<file path="src/rtl/cpu_run_controller.sv">
// cpu_run_controller: loads a program into the CPU's instruction memory,
// holds the CPU in reset while loading and for RESET_HOLD cycles after,
// then lets it run until ECALL/EBREAK retires or TIMEOUT_CYCLES elapse.
// Optional retirement counter/trace: define RUN_TRACE_EN.
module cpu_run_controller #(
  parameter int XLEN           = 32,
  parameter int IMEM_DEPTH     = 64,
  parameter int TIMEOUT_CYCLES = 200,
  parameter int RESET_HOLD     = 2
) (
  input  logic                          i_clk,
  input  logic                          i_reset,
  input  logic                          i_start,
  input  logic                          i_prog_valid,
  output logic                          o_prog_ready,
  input  logic [XLEN-1:0]               i_prog_data,
  input  logic                          i_prog_last,
  output logic                          o_imem_we,
  output logic [$clog2(IMEM_DEPTH)-1:0] o_imem_addr,
  output logic [XLEN-1:0]               o_imem_wdata,
  output logic                          o_cpu_reset,
  input  logic                          i_retire_valid,
  input  logic [31:0]                   i_retire_instr,
  output logic [$clog2(IMEM_DEPTH):0]   o_words_loaded,
  output logic [31:0]                   o_cycle_count,
  output logic                          o_done,
  output logic                          o_timeout,
  output logic [1:0]                    o_halt_code,
  output logic [31:0]                   o_retire_count
);

  localparam int AW = $clog2(IMEM_DEPTH);
  localparam logic [31:0] INSTR_ECALL  = 32'h0000_0073;
  localparam logic [31:0] INSTR_EBREAK = 32'h0010_0073;

  typedef enum logic [2:0] {
    S_IDLE = 3'd0,
    S_LOAD = 3'd1,
    S_HOLD = 3'd2,
    S_RUN  = 3'd3,
    S_DONE = 3'd4
  } state_t;

  state_t          r_state;
  state_t          w_state_nxt;

  logic [AW-1:0]   r_ptr;
  logic [AW:0]     r_words_loaded;
  logic            r_imem_we;
  logic [AW-1:0]   r_imem_addr;
  logic [XLEN-1:0] r_imem_wdata;
  logic [31:0]     r_hold_cnt;
  logic [31:0]     r_cycle_count;
  logic            r_timeout;
  logic [1:0]      r_halt_code;

  logic            w_start_acc;
  logic            w_hs;
  logic            w_hs_end;
  logic            w_in_run;
  logic            w_ecall;
  logic            w_ebreak;
  logic [31:0]     w_cc_inc;
  logic            w_to_hit;
  logic            w_hold_end;

  // start only counts when the block is idle or finished
  assign w_start_acc = i_start && ((r_state == S_IDLE) || (r_state == S_DONE));
  assign w_hs        = (r_state == S_LOAD) && i_prog_valid;
  // the word written to the last address ends the load even without prog_last
  assign w_hs_end    = w_hs && (i_prog_last || (r_ptr == AW'(IMEM_DEPTH - 1)));
  assign w_in_run    = (r_state == S_RUN);
  assign w_ecall     = w_in_run && i_retire_valid && (i_retire_instr == INSTR_ECALL);
  assign w_ebreak    = w_in_run && i_retire_valid && (i_retire_instr == INSTR_EBREAK);
  // saturating increment: the run counter never wraps
  assign w_cc_inc    = (r_cycle_count == 32'hFFFF_FFFF) ? r_cycle_count : r_cycle_count + 32'd1;
  // timeout fires in the RUN cycle that brings the count to TIMEOUT_CYCLES
  assign w_to_hit    = w_in_run && (w_cc_inc >= 32'(TIMEOUT_CYCLES));
  assign w_hold_end  = (r_hold_cnt == 32'(RESET_HOLD - 1));

  // FSM state register
  always_ff @(posedge i_clk) begin
    if (i_reset) r_state <= S_IDLE;
    else         r_state <= w_state_nxt;
  end

  // FSM next-state logic
  always_comb begin
    w_state_nxt = r_state;
    case (r_state)
      S_IDLE: if (i_start) w_state_nxt = S_LOAD;
      S_LOAD: if (w_hs_end) w_state_nxt = S_HOLD;
      S_HOLD: if (w_hold_end) w_state_nxt = S_RUN;
      S_RUN:  if (w_ecall || w_ebreak || w_to_hit) w_state_nxt = S_DONE;
      S_DONE: if (i_start) w_state_nxt = S_LOAD;
      default: w_state_nxt = S_IDLE;
    endcase
  end

  // FSM outputs decoded from the current state
  always_comb begin
    o_cpu_reset  = 1'b1;
    o_prog_ready = 1'b0;
    o_done       = 1'b0;
    case (r_state)
      S_LOAD: o_prog_ready = 1'b1;
      S_RUN:  o_cpu_reset  = 1'b0;
      S_DONE: o_done       = 1'b1;
      default: ;
    endcase
  end

  // registered imem write port: one cycle behind the accepting handshake
  always_ff @(posedge i_clk) begin
    if (i_reset) begin
      r_imem_we    <= 1'b0;
      r_imem_addr  <= '0;
      r_imem_wdata <= '0;
    end else begin
      r_imem_we <= w_hs;
      if (w_hs) begin
        r_imem_addr  <= r_ptr;
        r_imem_wdata <= i_prog_data;
      end
    end
  end

  // load pointer and loaded-word counter
  always_ff @(posedge i_clk) begin
    if (i_reset || w_start_acc) begin
      r_ptr          <= '0;
      r_words_loaded <= '0;
    end else if (w_hs) begin
      r_ptr          <= r_ptr + AW'(1);
      r_words_loaded <= r_words_loaded + (AW+1)'(1);
    end
  end

  // hold counter: restarts whenever the FSM is outside HOLD
  always_ff @(posedge i_clk) begin
    if (i_reset || (r_state != S_HOLD)) r_hold_cnt <= '0;
    else                                r_hold_cnt <= r_hold_cnt + 32'd1;
  end

  // run cycle counter, frozen outside RUN
  always_ff @(posedge i_clk) begin
    if (i_reset || w_start_acc) r_cycle_count <= '0;
    else if (w_in_run)          r_cycle_count <= w_cc_inc;
  end

  // halt cause; a retiring ECALL/EBREAK beats a coincident timeout
  always_ff @(posedge i_clk) begin
    if (i_reset || w_start_acc) begin
      r_timeout   <= 1'b0;
      r_halt_code <= 2'b00;
    end else if (w_ecall) begin
      r_halt_code <= 2'b01;
    end else if (w_ebreak) begin
      r_halt_code <= 2'b10;
    end else if (w_to_hit) begin
      r_timeout   <= 1'b1;
      r_halt_code <= 2'b11;
    end
  end

`ifdef RUN_TRACE_EN
  logic [31:0] r_retire_count;

  // retired instruction counter, saturating, includes the halting instruction
  always_ff @(posedge i_clk) begin
    if (i_reset || w_start_acc)
      r_retire_count <= '0;
    else if (w_in_run && i_retire_valid && (r_retire_count != 32'hFFFF_FFFF))
      r_retire_count <= r_retire_count + 32'd1;
  end

  assign o_retire_count = r_retire_count;

`ifndef SYNTHESIS
  // simulation-only retirement trace
  always @(posedge i_clk) begin
    if (!i_reset && w_in_run && i_retire_valid)
      $display("retire %0d instr=%h", r_retire_count, i_retire_instr);
  end
`endif
`else
  assign o_retire_count = 32'd0;
`endif

  assign o_imem_we      = r_imem_we;
  assign o_imem_addr    = r_imem_addr;
  assign o_imem_wdata   = r_imem_wdata;
  assign o_words_loaded = r_words_loaded;
  assign o_cycle_count  = r_cycle_count;
  assign o_timeout      = r_timeout;
  assign o_halt_code    = r_halt_code;

endmodule

</file>
<file path="config.mk">
export PLATFORM = sky130hd
export DESIGN_NAME = cpu_run_controller
export DESIGN_NICKNAME = d
export VERILOG_FILES = /design/src/rtl/cpu_run_controller.sv
export SDC_FILE = /design/constraint.sdc
export NUM_CORES = 1
export LEC_CHECK = 0
export CAP_MARGIN = 20
export CORE_ASPECT_RATIO = 0.7
export CORE_MARGIN = 2
export CORE_UTILIZATION = 47
export CTS_CLUSTER_SIZE = 16
export DETAILED_ROUTE_END_ITERATION = 7
export PLACE_DENSITY = 0.81
export SYNTH_ARGS = -nofsm -noshare
export SYNTH_HDL_FRONTEND = slang
export SYNTH_SLANG_ARGS = --single-unit
</file>
<file path="constraint.sdc">
create_clock -name i_clk -period 3.6 [get_ports i_clk]
set_input_delay 0.72 -clock i_clk [delete_from_list [all_inputs] [get_ports i_clk]]
set_output_delay 0.72 -clock i_clk [all_outputs]
set_load 0.02 [all_outputs]
</file>
==> results by stage <==
Timing:
- Setup repair after global routing left no endpoint under its margin.
- The actual transition at the worst max-transition pin is 760.2 ps.
- The count of final max-slew check failures is 0.
- The worst hold slack across all endpoints is 452.5 ps.
- After layout, the minimum clock period comes to 3264 ps.
- In the finished design, the share of the clock period the worst path needs comes to 0.9067.
- In this run the tightest slew margin relative to its limit is 0.4920.
- On the final layout, the worst clock skew is 10.49 ps.
- After routing, the total negative slack on setup checks comes to 0 ps.
- The number of hold-slack violations in the final timing report came to 0.
- The final setup violation count is 0.
- Timing would allow up to 306.4 MHz.
- The final critical-path setup slack is 335.9 ps.

Detailed routing:
- After detailed routing, the met3 layer carries 1049 um of wire.
- In this run the remaining antenna-violating nets after routing total 0.
- After detailed routing, the wire length on met1 is 7463 um.
- For this run, design rule violations remaining after detail routing come to 0.
- The per-cell routed wire length is 14.72 um.
- The total wirelength of the detailed-routed design is 15630 um.
- The total number of vias is 5557.
- The sum of met2 wire segment lengths after detailed routing is 6942 um.
- The first routing iteration left 366 violations.
- The top routing layer in use is met4.
- The first detailed-routing pass ran for 7 iterations.
- The mean number of vias per cell is 5.233.

CTS:
- Once the clock tree was built, the setup fixing pass inserted 0 buffers.
- In this run, CTS created clock tree buffers numbering 17.
- The quantity of hold-fixing buffers added after cts is 0.
- Counting every sink on the clock net gives 122.
- The H-tree generated during clock tree synthesis spans 4 levels.
- Clock-pin slew was measured on the worst setup and hold paths at 60 ps.
- The clock tree root driver cell is clkbuf_16.
- The TritonCTS clock tree is yes.
- The latest clock arrival within the worst-skew pair is 410 ps.
- The clock passes through at most 2 buffers.
- Post-CTS repair changed the size of 0 cells.

Global routing:
- The pin count of the biggest net entering global routing is 41.
- In the global route stage, overall resource usage came out at 0.2281.
- The number of global-route vias before repair is 5141.
- The wire length of the first global-routing pass is 25510 um.
- The aggregate global routing overflow is 0.
- The number of antenna violations at the first check in global routing came to 0.

Placed design:
- The count of buffers from port buffering is 153.
- Routability-driven placement finished with a final weighted congestion of 0.9493.
- The pre-CTS setup slack is 808.4 ps.
- The placed wire-length estimate after detailed placement is 11130 um.

Floorplanning:
- In this run the core area contains 34 standard-cell rows.
- The die area is 0.01367 sq mm.
- The area inside the core boundary is 0.01242 sq mm.
- Pin placement for this block handled 186 I/O pins.
- The starting utilization of the core area is 0.4818.
- The vertical die dimension is 98.41 um.
- The horizontal extent of the die is 138.9 um.

Finish:
- The top cell types in the final layout, fill and taps aside, are 152 x clkdlybuf4s50_1, 125 x nand2_1, 122 x dfxtp_1.
- In the final layout, the share of cells above drive strength 1 is 0.07222.
- The most common library cell in the layout ignoring fill and taps is clkdlybuf4s50_1.
- The final cell utilization of the core is 0.6486.
- The number of nets in the finished design is 962.
- Compared with the post-synthesis result, the final layout area differs by 34.62%.
- 0 antenna diodes ended up in the layout.

Critical path:
- The worst setup path is captured at a primary output.
- The critical path start-end classification is reg2out.
- The slowest stage of the critical path is the clkdlybuf4s50_1 cell.
- STA classifies the critical path startpoint as a flip-flop.
- In this run the worst path has a maximum fanout of 8.
- The largest stage delay on the critical path is 640 ps.
- Data on the critical path is required at its endpoint by 2880 ps.
- The signal on the critical path passes through nand2_1 -> nor2_1 -> clkinv_1 -> clkdlybuf4s50_1.
- The arrival time of the worst setup path is 2540 ps.

Run:
- The tool flagged a number of max-cap violations equal to 0.

Yosys:
- A synthesized cell averages 8.054 sq um.
- The cell area after technology mapping is 0.005984 sq mm.
- Synthesis instantiated 65 different standard cells from the library.
- The count of mapped cells out of synthesis is 743.
- During synthesis, Yosys emitted a total of 0 warnings.
- Yosys mapped a number of flops with a built-in enable equal to 0.
- The flop and latch count out of synthesis is 122.
- The post-synthesis async set-or-reset flop share is 0.
- The dominant register cell in the synthesized netlist is dfxtp_1.
- The share of the Yosys chip area taken by registers is 0.4081.

Power:
- The power density over the cells is 448.2 mW/mm^2.
- The largest vdd supply drop is 0.0003927 V.
- The overall power is 3.611 mW.
- The leakage power is 2.759 nW.

Outcome:
- The run finished with clean final reports.

Worst hold path:
- The worst hold path belongs to the class reg2reg.
logic make-up (layout without fill, tap and decap cells):
kind of cell | after synthesis | count (layout) | share of synthesized area
XOR/XNOR | 67 | 67 | 0.09806
multiplexers | 1 | 1 | 0.002508
other | 1 | 32 | 0.0006266
AND/OR/NAND/NOR | 364 | 364 | 0.2998
buffers and inverters | 76 | 202 | 0.07171
flip-flops | 122 | 122 | 0.4081
adder cells (fa/ha/maj) | 5 | 5 | 0.01045
AO/OA/AOI/OAI | 107 | 107 | 0.1087
power breakdown:
group,switching (mW),internal (mW),total (mW)
Sequential,0.0455,1.42,1.46
Clock,0.639,0.920,1.56
Combinational,0.339,0.251,0.590
Total,1.02,2.59,3.61
Yosys cell counts (3+ instances only):
library cell,instances,area [sq um]
nand4_1,18,112.6
nor3_1,16,80.08
xnor2_1,28,245.2
o21ai_0,18,90.09
a21oi_1,56,280.3
and4_1,3,26.28
nand2_1,125,469.2
a21o_1,3,22.52
dfxtp_1,122,2442
inv_1,11,41.29
nor4_1,15,93.84
nor4b_1,3,26.28
xor2_1,39,341.6
buf_2,4,20.02
nor2_1,93,349.1
o211ai_1,4,30.03
nand4_2,3,37.54
and2_1,4,25.02
a311oi_1,4,35.03
and3_1,16,100.1
ha_1,5,62.56
nand3_1,30,150.1
or3_1,16,100.1
o31ai_1,3,22.52
buf_4,33,247.7
clkbuf_1,24,90.09
area by class of cell:
cell class	count	area [sq um]
fill	1075	4365
multi-input combinational	576	3231
sequential	122	2442
timing repair buffer	158	1589
clock buffer	19	452.9
tap	162	202.7
clock inverter	13	93.84
inverter	12	45.04
flip-flops by register name (all words and copies together), names as in the netlist:
name            cells
o_cycle_count      32
o_imem_wdata       32
r_hold_cnt         32
o_words_loaded      7
o_imem_addr         6
r_ptr               6
r_state             3
o_halt_code         2
o_imem_we           1
o_timeout           1
routing by layer:
metal	GRT usage	up-vias
met1	0.3169	2580
met4	0.07071	0
met3	0.06365	15
met2	0.3475	167
li1	-	2795
met5	0	-
critical path: cells and delay by family (launching register included):
family / cells / cell delay [ps]
flops: 1 / 450
simple gates: 2 / 600
buf+inv: 2 / 1090
metrics by stage:
stage / cells / cell area, sq um
after floorplan: 774 / 6101
after global placement: 1030 / 7510
after detailed placement: 1030 / 7510
after CTS: 1062 / 8056
after global routing: 1062 / 8056
final: 1062 / 8056
final timing paths:
path,from,to,slack [ps],cells past startpoint
setup reg to reg,o_cycle_count[11],r_state[0],720,8
hold / removal,o_imem_wdata[10],o_imem_wdata[10],450,2
setup / recovery,r_state[0],o_cpu_reset,340,4
hold reg to reg,o_imem_wdata[10],o_imem_wdata[10],450,2
No activity file was read; power rests on OpenSTA's default activity.
